**config.mk**
```make
export PLATFORM = sky130hd
export DESIGN_NAME = pipe_reset_sequencer
export DESIGN_NICKNAME = d
export VERILOG_FILES = /design/src/rtl/pipe_reset_sequencer_pkg.sv /design/src/rtl/rstseq_timer.sv /design/src/rtl/pipe_reset_sequencer.sv
export SDC_FILE = /design/constraint.sdc
export NUM_CORES = 1
export LEC_CHECK = 0
export CORE_AREA = 2 2 39 41
export DETAILED_ROUTE_END_ITERATION = 8
export DIE_AREA = 0 0 41 43
export GPL_ROUTABILITY_DRIVEN = 0
export GPL_TIMING_DRIVEN = 0
export PLACE_DENSITY = 0.63
export SYNTH_ARGS = -nofsm -noshare
export SYNTH_HDL_FRONTEND = slang
export SYNTH_SLANG_ARGS = --single-unit
```
**constraint.sdc**
```tcl
create_clock -name CLK -period 3.05 [get_ports CLK]
set_input_delay 0.305 -clock CLK [delete_from_list [all_inputs] [get_ports CLK]]
set_output_delay 0.305 -clock CLK [all_outputs]
set_load 0.005 [all_outputs]
```
**src/rtl/pipe_reset_sequencer_pkg.sv**
```systemverilog
// pipe_reset_sequencer_pkg: state encoding and restart counter width (counter only with RSTSEQ_RESTART_CNT_EN)
package pipe_reset_sequencer_pkg;
    typedef enum logic [1:0] {HOLD = 2'd0, RAMP = 2'd1, RUN = 2'd2, DRAIN = 2'd3} state_e;
`ifdef RSTSEQ_RESTART_CNT_EN
    localparam int RESTART_CNT_W = 8;
`endif
endpackage

```
**src/rtl/rstseq_timer.sv**
```systemverilog
// rstseq_timer: reloadable down-counter that ticks while enabled and at 1
module rstseq_timer #(
    parameter int W = 2
) (
    input  logic         CLK,
    input  logic         load,
    input  logic [W-1:0] load_value,
    input  logic         enable,
    output logic         tick
);
    logic [W-1:0] cnt_q, cnt_d;
    always_comb cnt_d = load ? load_value : enable ? cnt_q - W'(1) : cnt_q;
    always_ff @(posedge CLK) cnt_q <= cnt_d;
    assign tick = enable && cnt_q == W'(1);
endmodule

```
**src/rtl/pipe_reset_sequencer.sv**
```systemverilog
// pipe_reset_sequencer: releases stage run enables front to back, drains and re-sequences on restart
// Optional RESTART_CNT output with RSTSEQ_RESTART_CNT_EN.
module pipe_reset_sequencer
    import pipe_reset_sequencer_pkg::*;
#(
    parameter int N_STAGES    = 5,
    parameter int INIT_CYCLES = 1,
    parameter int GAP_CYCLES  = 1
) (
    input  logic                CLK,
    input  logic                RST,
    input  logic                RESTART_REQ,
    output logic [N_STAGES-1:0] STAGE_RUN,
    output logic                READY,
    output logic                BUSY,
    output logic                RESTART_ACK
`ifdef RSTSEQ_RESTART_CNT_EN
    ,
    output logic [RESTART_CNT_W-1:0] RESTART_CNT
`endif
);
    localparam int TW = $clog2(INIT_CYCLES > GAP_CYCLES ? INIT_CYCLES : GAP_CYCLES) + 1;
    localparam logic [N_STAGES-1:0] ONE = N_STAGES'(1);
    state_e state_q, state_d;
    logic [N_STAGES-1:0] run_q, run_d;
    logic ready_q, busy_q, ack_q, flag_q, flag_d;
    logic accept, enter_run, tick, load;
    logic [TW-1:0] load_value;
    assign accept    = state_q == RUN && RESTART_REQ;
    assign enter_run = state_d == RUN && state_q != RUN;
    assign flag_d    = accept ? 1'b1 : enter_run ? 1'b0 : flag_q;
    always_comb begin
        state_d = state_q;
        run_d   = run_q;
        case (state_q)
            HOLD: if (tick) begin
                run_d   = ONE;
                state_d = N_STAGES == 1 ? RUN : RAMP;
            end
            RAMP: if (tick) begin
                run_d   = (run_q << 1) | ONE;
                state_d = &run_d ? RUN : RAMP;
            end
            RUN: if (RESTART_REQ) begin
                run_d   = run_q & ~ONE;
                state_d = |run_d ? DRAIN : HOLD;
            end
            DRAIN: if (tick) begin
                run_d   = run_q << 1;
                state_d = |run_d ? DRAIN : HOLD;
            end
            default: begin
                run_d   = '0;
                state_d = HOLD;
            end
        endcase
    end
    // every state change reloads the timer with the interval of the state being entered
    assign load       = RST || tick || accept;
    assign load_value = (RST || state_d == HOLD) ? TW'(INIT_CYCLES) : TW'(GAP_CYCLES);
    rstseq_timer #(.W(TW)) u_timer (
        .CLK       (CLK),
        .load      (load),
        .load_value(load_value),
        .enable    (state_q != RUN),
        .tick      (tick)
    );
    always_ff @(posedge CLK) begin
        if (RST) begin
            state_q <= HOLD;
            run_q   <= '0;
            ready_q <= 1'b0;
            busy_q  <= 1'b1;
            ack_q   <= 1'b0;
            flag_q  <= 1'b0;
        end else begin
            state_q <= state_d;
            run_q   <= run_d;
            ready_q <= state_d == RUN;
            busy_q  <= state_d != RUN;
            ack_q   <= enter_run && flag_q;
            flag_q  <= flag_d;
        end
    end
    assign STAGE_RUN   = run_q;
    assign READY       = ready_q;
    assign BUSY        = busy_q;
    assign RESTART_ACK = ack_q;
`ifdef RSTSEQ_RESTART_CNT_EN
    logic [RESTART_CNT_W-1:0] cnt_q;
    always_ff @(posedge CLK) begin
        if (RST) cnt_q <= '0;
        else if (accept && !(&cnt_q)) cnt_q <= cnt_q + 1'b1;
    end
    assign RESTART_CNT = cnt_q;
`endif
endmodule

```
After elaboration in Yosys (flattened, before gate mapping)

Cells that the tools add are included.

Memory bits (read-only): 0
Memories kept: 0
Output and inout port bits: 8
Logic and storage cells: 48
Input bits: 3
RAM bits: 0
Bits in latches: 0
Bits in registers: 12

Add/subtract/negate cells: 1
Bitwise logic cells: 1
Shift operators: 0
Order comparisons: 0
Div/mod/pow operators: 0
Multipliers: 0
Mux-type cells: 15
Reduce and logical (&&, ||, !) cells: 13
Eq/ne operators: 10

Operators by type and width:

| operator                                                               | count |
|---|---|
| 5-bit one-hot mux with 4 select lines                                  | 1 |
| 5-bit two-way mux                                                      | 3 |
| 2-bit two-way mux                                                      | 7 |
| 2-bit inequality test (second input constant)                          | 6 |
| 4-bit AND reduction                                                    | 3 |
| 2-bit one-hot mux with 4 select lines                                  | 1 |
| 4-bit OR reduction                                                     | 2 |
| 2-bit equality test (second input constant)                            | 3 |
| 1-bit logical AND                                                      | 4 |
| 1-bit two-way mux                                                      | 3 |
| 2-bit by 1-bit equality test with 1-bit output (second input constant) | 1 |
| 2-bit zero test                                                        | 1 |
| 1-bit logical OR                                                       | 2 |
| 2-bit nonzero test                                                     | 1 |
| 1-bit inverter                                                         | 1 |
| 1-bit subtractor (second input constant)                               | 1 |

Logic depth before layout (Yosys ltp)

Depth after elaboration: 8
Mapped depth: 4
Depth with buffers taken out: 3

Cells and area by module

From an unflattened synthesis, not the netlist that was laid out.

Cells, all modules: 57
Area total of the unflattened synthesis: 561.8 um2

By module, submodules not included:

| module               | area an instance (um2) | cells an instance | seq. area each (um2) | instances |
|---|---|---|---|---|
| pipe_reset_sequencer | 509.2                  | 52                | 220.2                | 1 |
| rstseq_timer         | 52.6                   | 5                 | 30.0                 | 1 |

Least setup slack after synthesis

OpenSTA, ideal clock, no wires.

Path type: register -> register
Start: register state_q[0]
End: register busy_q, in the netlist BUSY
Path buffers: 0
Arrival time: 1176 ps
Cell stages (with the launch flop): 4
Library setup time: 114 ps
Clock period less this slack: 1290 ps
Required time: 2936 ps
Slack: 1760 ps
Cell sequence: dfxtp_1 nand2_2 or4_4 a21o_1

Longest elaborated chain between the ends: 5
Elaborated cells on any way between the ends: 12
Those cells by class: 5 x eq/ne; 5 x mux; 2 x reduce/logical

RTL lines:

| what                                    | RTL line                                                                           | RTL |
|---|---|---|
| from (decl)                             | pipe_reset_sequencer.sv:24                                                         | `state_e state_q, state_d;` |
| from (signal assigned)                  | pipe_reset_sequencer.sv:77                                                         | `state_q <= state_d;` |
| 2-bit inequality test                   | pipe_reset_sequencer.sv:65                                                         | `.enable (state_q != RUN),` |
| 1-bit logical AND                       | rstseq_timer.sv:14                                                                 | `assign tick = enable && cnt_q == W'(1);` |
| 2-bit two-way mux (on tied branches)    | pipe_reset_sequencer.sv:48, pipe_reset_sequencer.sv:36, pipe_reset_sequencer.sv:40 |  |
| 2-bit one-hot mux with 4 select lines * | pipe_reset_sequencer.sv:35                                                         | `case (state_q)` |
| 2-bit inequality test *                 | pipe_reset_sequencer.sv:80                                                         | `busy_q <= state_d != RUN;` |
| to (signal assigned)                    | pipe_reset_sequencer.sv:73                                                         | `busy_q <= 1'b1;` |
| to (signal assigned)                    | pipe_reset_sequencer.sv:80                                                         |  |
| to (decl)                               | pipe_reset_sequencer.sv:26                                                         | `logic ready_q, busy_q, ack_q, flag_q, flag_d;` |

Every way passes the cells marked *; elsewhere a longest branch is shown, timed or not.
A chain may end at the register's enable or synchronous reset.

Final worst setup path

Start: register run_q[0], in the netlist STAGE_RUN[0]
End: output STAGE_RUN[0]

RTL lines:

| what                   | RTL line                   | RTL |
|---|---|---|
| from (decl)            | pipe_reset_sequencer.sv:25 | `logic [N_STAGES-1:0] run_q, run_d;` |
| from (signal assigned) | pipe_reset_sequencer.sv:78 | `run_q <= run_d;` |
| to (decl)              | pipe_reset_sequencer.sv:13 | `output logic [N_STAGES-1:0] STAGE_RUN,` |

No word-level cell between the ends.

==> results_dict.tcl <==
set metrics [dict create \
    clock_latency_ns 0.28 \
    grt_max_degree 11 \
    hold_viol_final 0 \
    multi_input_area_um2 245.2 \
    wire_per_inst_um 12.03 \
    fillers 148 \
    regArea_um2 240.2 \
    timing.final.ws_setup_ns 1.508 \
    post-route-period-util 0.5055 \
    postSynthCellCount 56 \
    clock_sinks 12 \
    grt_pass1_vias 378 \
    cts.repair.resized 0 \
    grt_pass1_wl_mm 1.600 \
    synth_area_um2 501.7 \
    grt_usage 0.1426 \
    synth_ff_type "dfxtp_1" \
    ir_drop_mv 0.2647 \
    powerDensity_mw_per_mm2 463.3 \
    path_max_fanout 7 \
    cp-start-kind "flip-flop" \
    antenna_found_initial 0 \
    yosysWarnings 0 \
    cts_tree "done" \
    ys_seq_area_frac 0.4788 \
    avgSynthCellArea_um2 8.959 \
    rsz0062_at_grt "no" \
    grt-ovfl-total 0 \
    die_w_um 41 \
    routed-via-count 439 \
    synth.net_count 59 \
    start_util 0.3626 \
    timing.slew.headroom 0.7118 \
    fin_util 0.4756 \
    synth_edf_count 0 \
    ys_ff_latch 12 \
    cts_buffers 3 \
    fin_skew_ns 0.003635 \
    p_leak_nw 0.2294 \
    path_cells "clkdlybuf4s50_1" \
    die_y_um 43 \
    nNetsFinal 74 \
    synth_area_leaders "dfxtp_1 48%, a21oi_1 7.0%, nand2_1 6.7%, o21ai_0 4.0%, nor3b_2 2.5%" \
    yosysTopAreaCellShare 0.4788 \
    cpLargestDelayFamily "buffers and inverters" \
    max_freq_mhz 648.6 \
    cts.htree.levels 1 \
    slew_violations 0 \
    async_reset_ff_frac 0 \
    crit_type "flip-flop to output pin" \
    clk_pin_slew_ns 0.07 \
    clockBufferDepth 2 \
    worstMarginPinSlew_ns 0.4323 \
    clockRootBuffer "clkbuf_4" \
    yosysTopAreaCell "dfxtp_1" \
    io_buffers 10 \
    critPathSlowestCell "clkdlybuf4s50_1" \
    drtAntennaViolNets 0 \
    diodes 0 \
    routed_wl_mm 1.035 \
    worstSetupEndpointType "output pin" \
    cp_data_arrival_time_ns 1.24 \
    coreArea_mm2 0.001384 \
    min_path_type "flip-flop to flip-flop" \
    synth.distinct_cells 26 \
    area_growth_pct 31.17 \
    post_drt_via_cell_ratio 5.105 \
    slowest_delay_ns 0.53 \
    critPathBufInv 1 \
    preCtsSetupSlack_ns 1.500 \
    finalSetupViolations 0 \
    dieArea_mm2 0.001763 \
    postCtsSetupBuffers 0 \
    power_w 0.0003049 \
    remaining_drc_errors 0 \
    num_rows 14 \
    maxCapViolCount 0 \
    finalSetupTns_ns 0 \
    worstPathRequired_ns 2.74 \
    layout_min_cycle_time_ns 1.542 \
    drive_above_1_share 0.1429 \
    status "complete, no violations" \
    firstDrtPassIters 3 \
    hpwl_um 763.3 \
    io_pins 11 \
    ctsHoldBuffers 0 \
    drtIter0Drc 8 \
]
-- through the flow --
stage / cell area (µm²) / hold WS, ns / std cells
after floorplan: 501.7 / 0.3837 / 56
after global placement: 621.8 / 0.4582 / 82
after CTS: 658.1 / 0.4675 / 86
after detailed placement: 621.8 / 0.4570 / 82
final: 658.1 / 0.4666 / 86
after global routing: 658.1 / 0.4908 / 86
-- where the power goes --
part / switching [W] / leakage, nW / internal (W) / total [W]
registers: 0.00000318 / 0.0977 / 0.000159 / 0.000162
clock network: 0.0000540 / 0.0210 / 0.0000727 / 0.000127
logic: 0.00000763 / 0.111 / 0.00000851 / 0.0000161
total: 0.0000648 / 0.229 / 0.000240 / 0.000305
-- registers in the layout (all words and copies together), names as in the netlist --
register       cells
u_timer.cnt_q      1
RESTART_ACK        1
state_q            2
flag_q             1
READY              1
STAGE_RUN          5
BUSY               1
-- kinds of logic (layout without fill, tap and decap cells) --
logic type,after synthesis,in the layout,share of synthesized area
AOI/OAI and AO/OA,20,20,0.2544
buffers and inverters,4,18,0.03241
DFF,12,12,0.4788
and+or+nand+nor,20,20,0.2344
-- cells in the mapped netlist, types with 2 or more instances --
cell type   n
o21ai_0     4
or3_1       2
dfxtp_1    12
nand2_1     9
inv_1       2
a21oi_1     7
-- area by class of cell --
cell class	instances	area share
buffer	2	0.01331
multi-input combinational	40	0.3726
tap	16	0.03042
sequential	12	0.3650
timing repair buffer	10	0.1521
inverter	2	0.01141
clock buffer	4	0.05513
-- placed cells by master (no fill, tap or decap), types with 2 or more instances in the layout --
master           count
a21oi_1              7
clkbuf_4             3
clkdlybuf4s50_1     10
dfxtp_1             12
inv_1                2
nand2_1              9
o21ai_0              4
or3_1                2
-- path summary, 6_finish.rpt --
| kind | cells after the start | start | slack [ns] | end |
|---|---|---|---|---|
| worst max-delay path | 1 | STAGE_RUN[0]$_SDFFE_PP0P_ | 1.51 | STAGE_RUN[0] |
| worst min register to register | 2 | flag_q$_SDFFE_PP0P_ | 0.47 | flag_q$_SDFFE_PP0P_ |
| worst min-delay path | 2 | flag_q$_SDFFE_PP0P_ | 0.47 | flag_q$_SDFFE_PP0P_ |
| worst max register to register | 3 | u_timer.cnt_q$_SDFFE_PP1N_ | 1.64 | BUSY$_SDFF_PP1_ |
-- layer usage --
layer	vias up	share of wire	GRT usage
li1	232	-	-
met1	193	0.48	0.1743
met2	9	0.44	0.1906
met3	5	0.051	0.04712
met4	0	0.035	0.1200
met5	-	0	0
No activity file was read; power rests on OpenSTA's default activity.
==> RTL change: new RTL, config.mk and constraints unchanged <==
The parameter `N_STAGES` goes from 5 to 4.
--- a/src/rtl/pipe_reset_sequencer.sv
+++ b/src/rtl/pipe_reset_sequencer.sv
@@ -5,3 +5,3 @@
 #(
-    parameter int N_STAGES    = 5,
+    parameter int N_STAGES    = 4,
     parameter int INIT_CYCLES = 1,
Interface: changed (resized STAGE_RUN); port bits go from 11 to 10. No check against the original RTL was run, so the function may have changed too.
==> RTL change against the unedited design <==
Non-clock buffer count did not move; synthesized cell count rose by 7.1%; maximum frequency fell by 5.5%; sequential cell count fell by 1; sequential share of layout area fell by 3.5 points; total power fell by 10%; highest routed layer unchanged; synthesized area rose by 7.7%; register-to-register slack improved by 0.19 ns; final area rose by 1.3%; worst setup slack got worse by 0.089 ns; die area did not move; utilization rose by 0.63 points; wire length rose by 11%.
==> RTL change: results (changes against the unedited design) <==
number of warning messages in the yosys log=0 (unchanged); post-synthesis share of cell area spent on full adders, half adders and majority gates=0 (unchanged); global-route wire length before repair=1863 um (+16%); IR drop worst, VDD=0.2229 mV (-16%); Unique masters post-synth=33 (+27%); startpoint-to-endpoint class of the critical path=reg2out; clk_lat worst skew=~0.27 ns; Post-route DRC=0 (unchanged); switching power share of the total=0.2458 (+0.03314); Port Buf Inserts=8 (-2); endpoints failing hold=0 (unchanged); launch instance of the worst register-to-register path=STAGE_RUN[2]; share of layout cells above drive strength 1=0.1667 (+0.02381); sequential area share after synthesis=0.4074 (-0.07140); drt initial violations=20 (+12); placed wire-length estimate=767 um (+0.48%); maximum cell stage delay along the critical path=0.56 ns (+0.03 ns); nets@finish=76 (+2.7%); share of flip-flops with an asynchronous set or reset=0 (unchanged); number of global-route vias before repair=429 (+13%); arrival time at the worst endpoint=1.33 ns (+0.09 ns); most area-consuming cells after synthesis=sky130_fd_sc_hd__dfxtp_1 (41%), sky130_fd_sc_hd__a21oi_1 (3.7%), sky130_fd_sc_hd__nor2_1 (3.5%); worst hold path class=in2reg; Worst R2R Path Depth=3 (unchanged); worst-path cell with the longest stage delay=sky130_fd_sc_hd__clkdlybuf4s50_1; flip-flop count of the largest register, all copies and words added=4 (-1); cell family contributing the most delay on the critical path=buffers and inverters; Worst R2R End=BUSY; DP Area=640.6 um2 (+3.0%); H-tree depth=1 (unchanged); compound-gate portion of the synthesized area=0.2361 (-0.01825); slack of the worst reg-to-reg path=1.83 ns (+0.19 ns); WL final=1150 um (+11%); Initial DRT Pass Iterations=4 (+1); tightest slew margin relative to the limit=0.7863 (+0.07446); clock-pin slew on the worst setup and hold paths=0.07 ns (about the same); number of vias per cell=5.830 (+14%); cts repair resizes=0 (unchanged); Hold WS=0.3404 ns (-0.1262 ns); most frequent cells after synthesis=sky130_fd_sc_hd__dfxtp_1 (11), sky130_fd_sc_hd__nor2_1 (5), sky130_fd_sc_hd__a21oi_1 (4), sky130_fd_sc_hd__nand2_1 (4); root buffer cell=sky130_fd_sc_hd__clkbuf_4; Max clock buf depth=2 (unchanged); endpoint of the worst setup timing path=STAGE_RUN[2]; syn nets=63 (+6.8%); Final Skew=0.0006495 ns (-0.002985 ns); worst-path maximum fanout=9 (+2); result of the run=finished, final reports clean; total routing usage reported by global routing=0.1551 (+0.01252); multiplexer share of the synthesized area=0.01852 (+0.01852); most instantiated flip-flop cell in the synthesis netlist=sky130_fd_sc_hd__dfxtp_1; initial antenna violation count=0 (unchanged); number of post-CTS setup repair buffers=0 (unchanged); Lkg Pwr=0.0002539 uW (+11%); Starting Density=0.3906 (+0.02803)
RTL change: how the worst min path moves through the flow:
stage	from	end	cells past startpoint
final	RST	STAGE_RUN[1]	2
after global placement	flag_q	flag_q	2
after CTS	RST	STAGE_RUN[1]	2
after detailed placement	flag_q	flag_q	2
after global routing	RST	flag_q	2
after floorplan	RESTART_REQ	u_timer.cnt_q	2
RTL change: power by group through the flow:
stage	Sequential, uW	Combinational (uW)	Clock [uW]
after floorplan	152	11.9	0
after global placement	153	19.8	0
after detailed placement	153	19.9	0
after CTS	149	20.0	104
after global routing	150	21.7	110
final	150	19.8	104
RTL change: cell families after synthesis:
group | after synthesis
AO/OA/AOI/OAI | 18
buffers and inverters | 7
flip-flops | 11
multiplexers | 1
AND/OR/NAND/NOR | 23
RTL change: metrics by stage:
stage / instances / setup WS [ns]
6_report: 88 / 1.419
5_1_grt: 88 / 1.395
4_1_cts: 88 / 1.429
3_5_place_dp: 84 / 1.590
3_3_place_gp: 84 / 1.599
2_1_floorplan: 60 / 1.926
RTL change: layer usage:
metal  vias to the layer above  global-route usage  routed length, um
met1                       240              0.2208                519
met3                         5             0.03141                 82
li1                        248                   -                  -
met5                         -                   0                  0
met2                        20              0.2125                531
met4                         0             0.08000                 18
RTL change: cell type report:
cell class	instances	area (um2)
flip-flops and latches	11	220.2
well taps	16	20.02
clock buffers	4	26.28
fillers	148	716.9
repair buffers	8	80.08
multi-input cells	42	280.3
plain buffers	4	28.78
inverters	3	11.26
